[src/rtl/lathe_cycle_ctrl.sv]
// Spindle/cycle controller for the manual-lathe retrofit: latched manual run,
// or an auto job of warning delay followed by N timed run/dwell repetitions.
module lathe_cycle_ctrl #(
  parameter int TIMER_W     = 24,
  parameter int DELAY_TICKS = 100,
  parameter int DWELL_TICKS = 50,
  parameter int CNT_W       = 8
) (
  input  logic               clk,
  input  logic               rst,
  input  logic               start,
  input  logic               stop,
  input  logic               estop,
  input  logic               auto_mode,
  input  logic               man_mode,
  input  logic [TIMER_W-1:0] run_ticks,
  input  logic [CNT_W-1:0]   n_reps,
  output logic               spindle_en,
  output logic               warn_lamp,
  output logic               cycle_done,
  output logic               fault,
  output logic [2:0]         state,
  output logic [CNT_W-1:0]   cycle_cnt
);

  typedef enum logic [2:0] {
    S_IDLE       = 3'd0,
    S_MAN_RUN    = 3'd1,
    S_AUTO_DELAY = 3'd2,
    S_AUTO_RUN   = 3'd3,
    S_AUTO_DWELL = 3'd4,
    S_FAULT      = 3'd5
  } state_e;

  localparam logic [TIMER_W-1:0] DELAY_LAST = TIMER_W'(DELAY_TICKS - 1);
  localparam logic [TIMER_W-1:0] DWELL_LAST = TIMER_W'(DWELL_TICKS - 1);
  localparam logic [TIMER_W-1:0] TIMER_ONE  = TIMER_W'(1);
  localparam logic [CNT_W-1:0]   CNT_ONE    = CNT_W'(1);

  state_e             state_q, state_d;
  logic [TIMER_W-1:0] timer_q, timer_d;
  logic [TIMER_W-1:0] run_len_q, run_len_d;
  logic [CNT_W-1:0]   n_reps_q, n_reps_d;
  logic [CNT_W-1:0]   cycle_cnt_q, cycle_cnt_d;
  logic [CNT_W-1:0]   cnt_inc;
  logic               start_q;
  logic               spindle_en_q, spindle_en_d;
  logic               warn_lamp_q, warn_lamp_d;
  logic               cycle_done_q, cycle_done_d;
  logic               fault_q, fault_d;

  logic start_acc;
  logic mode_ok;
  logic job_load;
  logic rep_end;
  logic job_done;
  logic timed_next;

  assign start_acc = start & ~start_q;
  assign mode_ok   = auto_mode ^ man_mode;
  assign cnt_inc   = (&cycle_cnt_q) ? cycle_cnt_q : cycle_cnt_q + CNT_ONE;

  // NOTE: async reset clears every flop, including the latched job parameters,
  // and all state uses non-blocking assignments so flops update together.
  always_ff @(posedge clk or posedge rst) begin
    if (rst) begin
      state_q      <= S_IDLE;
      timer_q      <= '0;
      run_len_q    <= '0;
      n_reps_q     <= '0;
      cycle_cnt_q  <= '0;
      start_q      <= 1'b0;
      spindle_en_q <= 1'b0;
      warn_lamp_q  <= 1'b0;
      cycle_done_q <= 1'b0;
      fault_q      <= 1'b0;
    end else begin
      state_q      <= state_d;
      timer_q      <= timer_d;
      run_len_q    <= run_len_d;
      n_reps_q     <= n_reps_d;
      cycle_cnt_q  <= cycle_cnt_d;
      start_q      <= start;
      spindle_en_q <= spindle_en_d;
      warn_lamp_q  <= warn_lamp_d;
      cycle_done_q <= cycle_done_d;
      fault_q      <= fault_d;
    end
  end

  // NOTE: every signal written here gets a default first so no latch is inferred.
  always_comb begin
    state_d  = state_q;
    job_load = 1'b0;
    rep_end  = 1'b0;
    job_done = 1'b0;
    if (estop) begin
      state_d = S_FAULT;
    end else if (stop) begin
      state_d = S_IDLE;
    end else if (state_q == S_MAN_RUN && !man_mode) begin
      state_d = S_IDLE;
    end else if ((state_q == S_AUTO_DELAY || state_q == S_AUTO_RUN ||
                  state_q == S_AUTO_DWELL) && !auto_mode) begin
      state_d = S_IDLE;
    end else begin
      unique case (state_q)
        S_IDLE: begin
          if (start_acc && mode_ok) begin
            if (man_mode) begin
              state_d = S_MAN_RUN;
            end else if (n_reps != '0) begin
              state_d  = S_AUTO_DELAY;
              job_load = 1'b1;
            end
          end
        end
        S_AUTO_DELAY: begin
          if (timer_q == DELAY_LAST) state_d = S_AUTO_RUN;
        end
        S_AUTO_RUN: begin
          if (timer_q == run_len_q - TIMER_ONE) begin
            rep_end = 1'b1;
            if (cnt_inc == n_reps_q) begin
              state_d  = S_IDLE;
              job_done = 1'b1;
            end else begin
              state_d = S_AUTO_DWELL;
            end
          end
        end
        S_AUTO_DWELL: begin
          if (timer_q == DWELL_LAST) state_d = S_AUTO_RUN;
        end
        S_MAN_RUN, S_FAULT: state_d = state_q;
        default:            state_d = S_IDLE;
      endcase
    end
  end

  // Job datapath: shared timer restarts whenever a timed state is (re)entered.
  always_comb begin
    timed_next  = (state_d == S_AUTO_DELAY) || (state_d == S_AUTO_RUN) ||
                  (state_d == S_AUTO_DWELL);
    timer_d     = (timed_next && state_d == state_q) ? timer_q + TIMER_ONE : '0;
    run_len_d   = run_len_q;
    n_reps_d    = n_reps_q;
    cycle_cnt_d = cycle_cnt_q;
    if (job_load) begin
      run_len_d   = (run_ticks == '0) ? TIMER_ONE : run_ticks;
      n_reps_d    = n_reps;
      cycle_cnt_d = '0;
    end else if (rep_end) begin
      cycle_cnt_d = cnt_inc;
    end
  end

  // Outputs decode the next state so they change on the same edge as state.
  always_comb begin
    spindle_en_d = (state_d == S_MAN_RUN) || (state_d == S_AUTO_RUN);
    warn_lamp_d  = (state_d == S_AUTO_DELAY);
    fault_d      = (state_d == S_FAULT);
    cycle_done_d = job_done;
  end

  assign spindle_en = spindle_en_q;
  assign warn_lamp  = warn_lamp_q;
  assign cycle_done = cycle_done_q;
  assign fault      = fault_q;
  assign state      = state_q;
  assign cycle_cnt  = cycle_cnt_q;

endmodule

[config.mk]
export PLATFORM = sky130hd
export DESIGN_NAME = lathe_cycle_ctrl
export DESIGN_NICKNAME = d
export VERILOG_FILES = /design/src/rtl/lathe_cycle_ctrl.sv
export SDC_FILE = /design/constraint.sdc
export NUM_CORES = 1
export LEC_CHECK = 0
export ABC_CLOCK_PERIOD_IN_PS = 7000
export CAP_MARGIN = 10
export CORE_UTILIZATION = 35
export DETAILED_ROUTE_END_ITERATION = 7
export GPL_TIMING_DRIVEN = 0
export SLEW_MARGIN = 15
export SYNTH_ARGS = -nofsm -noshare
export SYNTH_HDL_FRONTEND = slang
export SYNTH_SLANG_ARGS = --single-unit
[constraint.sdc]
create_clock -name clk -period 7 [get_ports clk]
set_input_delay 0.7 -clock clk [delete_from_list [all_inputs] [get_ports clk]]
set_output_delay 0.7 -clock clk [all_outputs]
set_load 0.01 [all_outputs]
* Word-level counts from Yosys, hierarchy flattened
Index checks and enable logic that the tools add are counted.
W data, S select, Z words.
** Cells by class
- Bitwise gates (word level) :: 3
- Multiplexer cells :: 38
- Add/sub/neg operators :: 3
- Reduce and logical (&&, ||, !) cells :: 17
- Equal/unequal tests :: 15
** Operator list (count)
- $mux W24 :: 2
- $mux W3 :: 11
- $add A24 B1 Y24 const B :: 1
- $eq A24 B24 Y1 :: 1
- $eq A24 B6 Y1 const B :: 1
- $eq A24 B7 Y1 const B :: 1
- $logic_not A24 Y1 :: 1
- $mux W8 :: 3
- $sub A24 B1 Y24 const B :: 1
- $mux W1 :: 21
- $pmux W3 S5 :: 1
- $eq A3 B2 Y1 const B :: 4
- $eq A3 B3 Y1 const B :: 4
- $add A8 B1 Y8 const B :: 1
- $eq A8 B8 Y1 :: 1
- $reduce_and A8 Y1 :: 1
- $reduce_bool A8 Y1 :: 1
- $eq A3 B1 Y1 const B :: 2
- $logic_or A1 B1 Y1 :: 5
- $logic_and A1 B1 Y1 :: 4
- $eq A3 B3 Y1 :: 1
- $logic_not A3 Y1 :: 1
- $logic_not A1 Y1 :: 2
- $reduce_bool A2 Y1 :: 1
- other kinds (4) :: 4
** Storage, ports and cells
- Bits in registers :: 72
- Bits of input ports :: 39
- Word-level logic and storage cells :: 86

* Longest topological paths before layout
Gate-level depths: netlist (run 1).
- Word-level depth :: 15
- Mapped depth :: 13
- Gate-level depth less buffers :: 10

* Least setup slack after synthesis (run 1)
No wires, ideal clock.
- Path kind :: register to register
- Start point :: reg run_len_q[0]
- End point :: reg cycle_cnt_q[3], in the netlist cycle_cnt[3]
- Setup time :: 0.099 ns
- Cell stages (with the launch flop) :: 13
- Path slack :: 4.222 ns
- Required time :: 6.901 ns
- Period minus slack after synthesis :: 2.778 ns
- Arrival :: 2.679 ns
- Cells stage by stage :: dfrtp_1 -> inv_1 -> ha_1 -> clkbuf_2 -> nor4b_4 -> nand4_4 -> or4_1 -> o41a_1 -> o31ai_4 -> and4_1 -> buf_4 -> a31oi_1 -> a311oi_1
** Between the ends
- Cells in the longest elaborated chain, start to end :: 9
** RTL lines
- start, declared :: RTL line 42 : logic [TIMER_W-1:0] run_len_q, run_len_d;
- start signal, assigned :: RTL line 80 : run_len_q <= run_len_d;
- $sub A24 B1 Y24 :: RTL line 122 : if (timer_q == run_len_q - TIMER_ONE) begin
- $eq A24 B24 Y1 :: RTL line 122
- $mux W1 :: RTL line 122
- $mux W1 :: RTL line 107 : unique case (state_q)
- $mux W1 :: RTL line 103 : end else if ((state_q == S_AUTO_DELAY || state_q == S_AUTO_RUN ||
- $mux W1 :: RTL line 101 : end else if (state_q == S_MAN_RUN && !man_mode) begin
- $mux W1 :: RTL line 99 : end else if (stop) begin
- $mux W1 :: RTL line 97 : if (estop) begin
- $reduce_bool A2 Y1 (no source line)
- end signal, assigned :: RTL line 82 : cycle_cnt_q <= cycle_cnt_d;
- end, declared :: RTL line 44 : logic [CNT_W-1:0] cycle_cnt_q, cycle_cnt_d;
Every way passes these cells.
A chain may end at the register's enable or synchronous reset.

* Worst setup path after layout (run 1)
- Start point :: in auto_mode
- End point :: reg timer_q[20]
** Between the ends
- Cells in the longest elaborated chain, start to end :: 13
- Elaborated cells on any way between the ends :: 18
- Those cells by class :: eq/ne (4); mux (7); bitwise (1); reduce/logical (6)
** RTL lines
- start, declared :: RTL line 14 : input logic auto_mode,
- $xor A1 B1 Y1 :: RTL line 60 : assign mode_ok = auto_mode ^ man_mode;
- $logic_and A1 B1 Y1 :: RTL line 109 : if (start_acc && mode_ok) begin
- $mux W3 :: RTL line 109
- $pmux W3 S5 :: RTL line 107
- $mux W3 (*) :: RTL line 103
- $mux W3 (*) :: RTL line 101
- $mux W3 (*) :: RTL line 99
- $mux W3 (*) :: RTL line 97
- $eq A3 B2 Y1 :: RTL line 143 : timed_next = (state_d == S_AUTO_DELAY) || (state_d == S_AUTO_RUN) ||
- $logic_or A1 B1 Y1 (2 in series) :: RTL line 143
- $logic_and A1 B1 Y1 (*) :: RTL line 145 : timer_d = (timed_next && state_d == state_q) ? timer_q + TIMER_ONE : '0;
- $mux W24 (*) :: RTL line 145
- net timer_d[20] :: RTL line 41 : logic [TIMER_W-1:0] timer_q, timer_d;
- end signal, assigned :: RTL line 79 : timer_q <= timer_d;
- end, declared :: RTL line 41
The timed path passes the listed nets; every way through them passes the cells marked *.

==> flow_summary.toml, run 1 <==
[run_status]
status = "finished, final reports clean"

[routing]
vias = 4177
drt_iter0_markers = 373
antenna_left = 0
route.detailed.drc = 0
wl_um = 12500
wl_per_cell_um = 16.0
firstDrtPassIters = 5
viasPerCell = 5.33

[cells_and_area]
area_growth_syn_to_layout_pct = 22.8
n_antenna_cell = 0
final_cells = 783
nets = 650
final_util = 0.447
drive_above_1_share = 0.0704

[yosys]
yosysWarningCount = 0
synth.distinct_cells = 64
synth-seq-cells = 72
synth_area_um2 = 4670
syn_avg_cell_area_um2 = 8.61
synth-async-reset-ratio = 1.00
synth_edf_count = 0
synth_nets = 585
synth_cells = 542
ys_dominant_reg_cell = "dfrtp_1"
ys_seq_area_frac = 0.386

[clocking]
clk_pin_slew_ns = 0.06
worstSkewPairLatency_ns = 0.34
numCtsBuffers = 9
cts_num_sinks = 72
cts_hold_buffers = 0
clk_path_buf_depth = 2
cts_tree = "done"
htreeDepth = 3
cts_setup_buffers = 0
cts-root-buf = "clkbuf_16"
cts.repair.resized = 0

[sta]
tns_ns = 0
maxSlewViolCount = 0
fin_skew_ns = 0.00587
fin_crit_sh = 0.493
hold_violations = 0
finalCriticalPeriod_ns = 3.45
setup_viol = 0
maxSlewHeadroom = 0.385
max_freq_ghz = 0.290
rsz0062_at_grt = "false"
worst_slew_pin_slew_ns = 0.917
setup_ws_ns = 3.55

[power]
power_density_nw_per_um2 = 181
power_leakage_nw = 2.38
sequentialPowerShare = 0.432
p_sw_frac = 0.251
power_switching_w = 0.000260
p_clk_frac = 0.439
power_w = 0.00104
combinationalPowerShare = 0.129
ir_drop_mv = 0.123
p_int_w = 0.000775

[global_routing]
grt_max_degree = 62
grt_pass1_wl_um = 21200
met3_usage = 0.0455
grt_pass1_vias = 4266
grt_overflow_total = 0
grt.total_usage = 0.192
grt_busiest_layer = "met2"
antenna_found_initial = 0
grtUsageMet2 = 0.319
grt_util_met1 = 0.244

[worst_setup_path]
reg2reg_from = "timer_q[8]$_DFF_PP0_"
crit_chain = "clkdlybuf4s50_1 > o21bai_1 > a2111oi_2 > inv_1 > o21bai_1 > nor2_1 > a311oi_1 > clkbuf_1 > nor4_1"
slowest_stage = "a311oi_1"
cp-endpoint = "timer_q[20]$_DFF_PP0_"
critPathRequiredTime_ns = 7.20
rr_worst_depth = 10
r2r_slack_ns = 3.65
timing.rr.end = "timer_q[20]$_DFF_PP0_"
arrival_ns = 3.65
worst_setup_path_start_kind = "input pin"
worstSetupPathType = "in2reg"
path_common_cell = "o21bai_1"
cp_slowest_stage_delay_ns = 0.73
critPathMaxFanout = 10
end_kind = "flop"
critPathLaunch = "auto_mode"

[floorplanning]
core_area_um2 = 12800
dieHeight_um = 117
io_pins = 54
die_width_um = 117
initial_core_util = 0.364
fp-row-count = 41
dieArea_um2 = 13800

[placement]
placed_cells = 768
place.gp.congestion = 0.868
dpl.hpwl_um = 9430
post-place-ws_ns = 3.33
io_buffers = 53

[run]
max_cap_viol_count = 0

[min_path]
hold_class = "reg2reg"
through the flow:
step	instance area (µm²)	hold WS (ns)
floorplan	4670	0.466
global placement	5410	0.493
detailed placement	5440	0.503
CTS	5730	0.518
global route	5730	0.547
finish	5730	0.510
cell usage after synthesis, drive strengths merged, types with 5 or more instances:
cell	number	area share
a31oi	5	0.0067
inv	17	0.014
and2	6	0.0080
nor4	45	0.071
xor2	27	0.051
clkbuf	20	0.016
buf	11	0.015
xnor2	34	0.064
and3	13	0.017
nand3	14	0.015
a21oi	9	0.0097
nor2b	7	0.0094
o21ai	14	0.015
and4	8	0.015
nand2b	5	0.0067
nand2	118	0.095
dfrtp	72	0.39
nand4	12	0.019
nor2	28	0.023
a311oi	5	0.0094
nor3	13	0.014
state kept, by name, indices dropped and copies added, names as in the netlist:
register / flops
cycle_cnt: 8
cycle_done: 1
fault: 1
n_reps_q: 8
run_len_q: 24
spindle_en: 1
start_q: 1
state: 3
timer_q: 24
warn_lamp: 1
kinds of logic after synthesis:
group	share of synthesized area
mux	0.00429
buf+inv	0.0448
fa+ha+maj	0.0107
xor+xnor	0.115
simple gates	0.330
compound gates	0.110
flops	0.386
placed cells by master, fill, tap and decap left out, types with 5 or more instances in the layout:
cell,instances
a311oi_1,5
clkbuf_16,9
clkdlybuf4s50_1,53
nand2b_1,5
nand2_1,118
xor2_1,27
and4_1,8
o21ai_0,14
xnor2_1,34
nor4_1,40
a21oi_1,9
nand4_1,11
nor2_1,27
and3_1,13
nor3_1,13
inv_1,16
nor2b_1,7
and2_1,6
clkbuf_1,21
nand3_1,14
a31oi_1,5
dfrtp_1,72
layer usage:
| layer | vias to the layer above | share of wire | wire length, µm |
|---|---|---|---|
| met4 | 0 | 0.026 | 323 |
| li1 | 2054 | - | - |
| met1 | 1988 | 0.45 | 5610 |
| met5 | - | 0 | 0 |
| met2 | 109 | 0.48 | 6060 |
| met3 | 26 | 0.041 | 511 |
power groups by stage:
| stage | logic (W) | clock network (W) | registers [W] |
|---|---|---|---|
| after floorplan | 0.0000824 | 0 | 0.000450 |
| after global placement | 0.000128 | 0 | 0.000454 |
| after detailed placement | 0.000133 | 0 | 0.000455 |
| after CTS | 0.000134 | 0.000469 | 0.000447 |
| after global routing | 0.000147 | 0.000483 | 0.000449 |
| final | 0.000133 | 0.000455 | 0.000447 |
worst max-delay path, delay by kind of cell:
family | cells | cell delay [ns]
compound gates | 4 | 1.68
simple gates | 2 | 0.22
buf+inv | 3 | 1.05
cell type report:
type / count / area [µm²]
Inverter: 17 / 66.3
Tap cell: 172 / 215
Clock inverter: 3 / 42.5
Buffer: 31 / 145
Clock buffer: 12 / 246
Timing Repair Buffer: 54 / 558
Fill cell: 1254 / 7090
Multi-Input combinational cell: 422 / 2660
Sequential cell: 72 / 1800
worst min-delay path by stage:
stage                                          from                   endpoint  slack [ns]  depth (start not counted)
after floorplan           run_len_q[23]$_DFFE_PP0P_  run_len_q[23]$_DFFE_PP0P_        0.47                          2
after global placement      n_reps_q[3]$_DFFE_PP0P_    n_reps_q[3]$_DFFE_PP0P_        0.49                          2
after detailed placement    n_reps_q[3]$_DFFE_PP0P_    n_reps_q[3]$_DFFE_PP0P_        0.50                          2
after CTS                   n_reps_q[3]$_DFFE_PP0P_    n_reps_q[3]$_DFFE_PP0P_        0.52                          2
after global routing        n_reps_q[3]$_DFFE_PP0P_    n_reps_q[3]$_DFFE_PP0P_        0.55                          2
final                       n_reps_q[3]$_DFFE_PP0P_    n_reps_q[3]$_DFFE_PP0P_        0.51                          2
Note: power is estimated with default switching activity, not from simulation.
==> run 2, diff against run 1 <==
- ABC_CLOCK_PERIOD_IN_PS: 7000 -> 3340
- clock period: 7 -> 3.34 ns (I/O delays scaled with it)
==> flow_summary.toml, run 2 (synthesis gave the netlist of run 1 again) <==
[cells_and_area]
final_cells = 787
mostFrequentLayoutCells = "nand2_1, dfrtp_1, clkdlybuf4s50_1, nor4_1, xnor2_1"
nets = 654
drive_above_1_share = 0.0846
final_util = 0.452
final_common_cell = "nand2_1"
area_growth_syn_to_layout_pct = 24.3
n_antenna_cell = 0
reg_top3 = "run_len_q (24), timer_q (24)"

[sta]
maxSlewViolCount = 0
rsz0062_at_grt = "false"
hold_violations = 0
fin_skew_ns = 0.00586
finalCriticalPeriod_ns = 3.14
maxSlewHeadroom = 0.601
fin_crit_sh = 0.939
max_freq_ghz = 0.319
worst_slew_pin_slew_ns = 0.595
setup_viol = 0
tns_ns = 0

[routing]
route.detailed.drc = 0
wl_um = 12600
firstDrtPassIters = 4
viasPerCell = 5.34
drt_iter0_markers = 323
wl_per_cell_um = 16.0
vias = 4199
antenna_left = 0

[clocking]
cts_hold_buffers = 0
clk_pin_slew_ns = 0.06
worstSkewPairLatency_ns = 0.34
cts-root-buf = "clkbuf_16"
htreeDepth = 3
clk_path_buf_depth = 2
cts_num_sinks = 72
numCtsBuffers = 9
cts_tree = "done"

[run]
max_cap_viol_count = 0

[global_routing]
grt_pass1_vias = 4266
grt_pass1_wl_um = 21200
antenna_found_initial = 0
grt.total_usage = 0.192
grt_overflow_total = 0
grt_max_degree = 62

[placement]
io_buffers = 53
place.gp.congestion = 0.868
dpl.hpwl_um = 9430
placed_cells = 768

[floorplanning]
core_area_um2 = 12800
fp-row-count = 41
die_width_um = 117
io_pins = 54
dieHeight_um = 117
dieArea_um2 = 13800
initial_core_util = 0.364

[worst_setup_path]
reg2reg_from = "run_len_q[0]$_DFFE_PP0P_"
worstSetupPathType = "reg2reg"
worst_setup_path_start_kind = "flop"
critPathLaunch = "run_len_q[0]$_DFFE_PP0P_"
arrival_ns = 3.34
critPathRequiredTime_ns = 3.54
rr_worst_depth = 13
timing.rr.end = "timer_q[5]$_DFF_PP0_"
r2r_slack_ns = 0.20
end_kind = "flop"
critPathMaxFanout = 10

[power]
power_density_nw_per_um2 = 375
ir_drop_mv = 0.256
power_leakage_nw = 2.41

[run_status]
status = "finished, final reports clean"

[min_path]
hold_class = "in2async"
==> run 2: changes by cell type in the layout (fill, tap and decap cells not counted), sizes merged <==
cell,previous run,this run
buf,12,17
clkbuf,32,31
==> run 2: how the worst max path moves through the flow <==
stage                                     endpoint  slack [ns]  cells after the start
after detailed placement     timer_q[22]$_DFF_PP0_        0.04                      9
final                         timer_q[5]$_DFF_PP0_        0.20                     13
after global routing      cycle_cnt[5]$_DFFE_PP0P_       0.002                     13
after floorplan           cycle_cnt[3]$_DFFE_PP0P_        0.56                     12
after global placement    run_len_q[1]$_DFFE_PP0P_       -0.11                      2
after CTS                     timer_q[5]$_DFF_PP0_        0.03                     12
==> run 2: worst max-delay path, stage by stage, from the launching register on <==
cell and delay (ns):
dfrtp_2 0.40, inv_1 0.09, ha_1 0.15, buf_4 0.14
nor4b_4 0.38, buf_4 0.20, nand4_4 0.11, o21a_1 0.23
o41a_1 0.44, o31ai_4 0.09, nand4b_4 0.20, nor2_4 0.23
buf_2 0.25, nor4_1 0.10
==> run 2: layout make-up <==
| cell class | count | area, µm² |
|---|---|---|
| Inverter | 17 | 66.3 |
| Sequential cell | 72 | 1800 |
| Buffer | 31 | 158 |
| Clock buffer | 12 | 246 |
| Multi-Input combinational cell | 422 | 2680 |
| Timing Repair Buffer | 58 | 588 |
| Fill cell | 1251 | 7030 |
| Clock inverter | 3 | 42.5 |
| Tap cell | 172 | 215 |
==> run 2: layer usage <==
layer,global-route usage,share of wire,vias to the layer above
met5,0,0,-
met4,0.0665,0.021,0
met3,0.0455,0.049,20
met2,0.319,0.49,109
met1,0.244,0.44,2008
li1,-,-,2062
==> run 2: stage by stage <==
stage                     hold WS [ns]  instance area [µm²]  power, W  setup WS, ns
after floorplan                  0.365                 4670   0.00112         0.562
final                            0.257                 5800   0.00217         0.205
after CTS                        0.252                 5730   0.00220        0.0312
after global routing             0.269                 5800   0.00227       0.00198
after global placement           0.493                 5410   0.00122        -0.107
after detailed placement         0.503                 5440   0.00123        0.0355
==> run 2: timing repair <==
action / in CTS / in global routing
gates resized for setup: 0 / 14
setup endpoints to repair: 0 / 37
setup buffers: 0 / 4
==> run 2: power by group <==
group	total, W	switching (W)	internal (W)
clock network	0.000951	0.000358	0.000593
logic	0.000286	0.000152	0.000133
registers	0.000937	0.0000366	0.000900
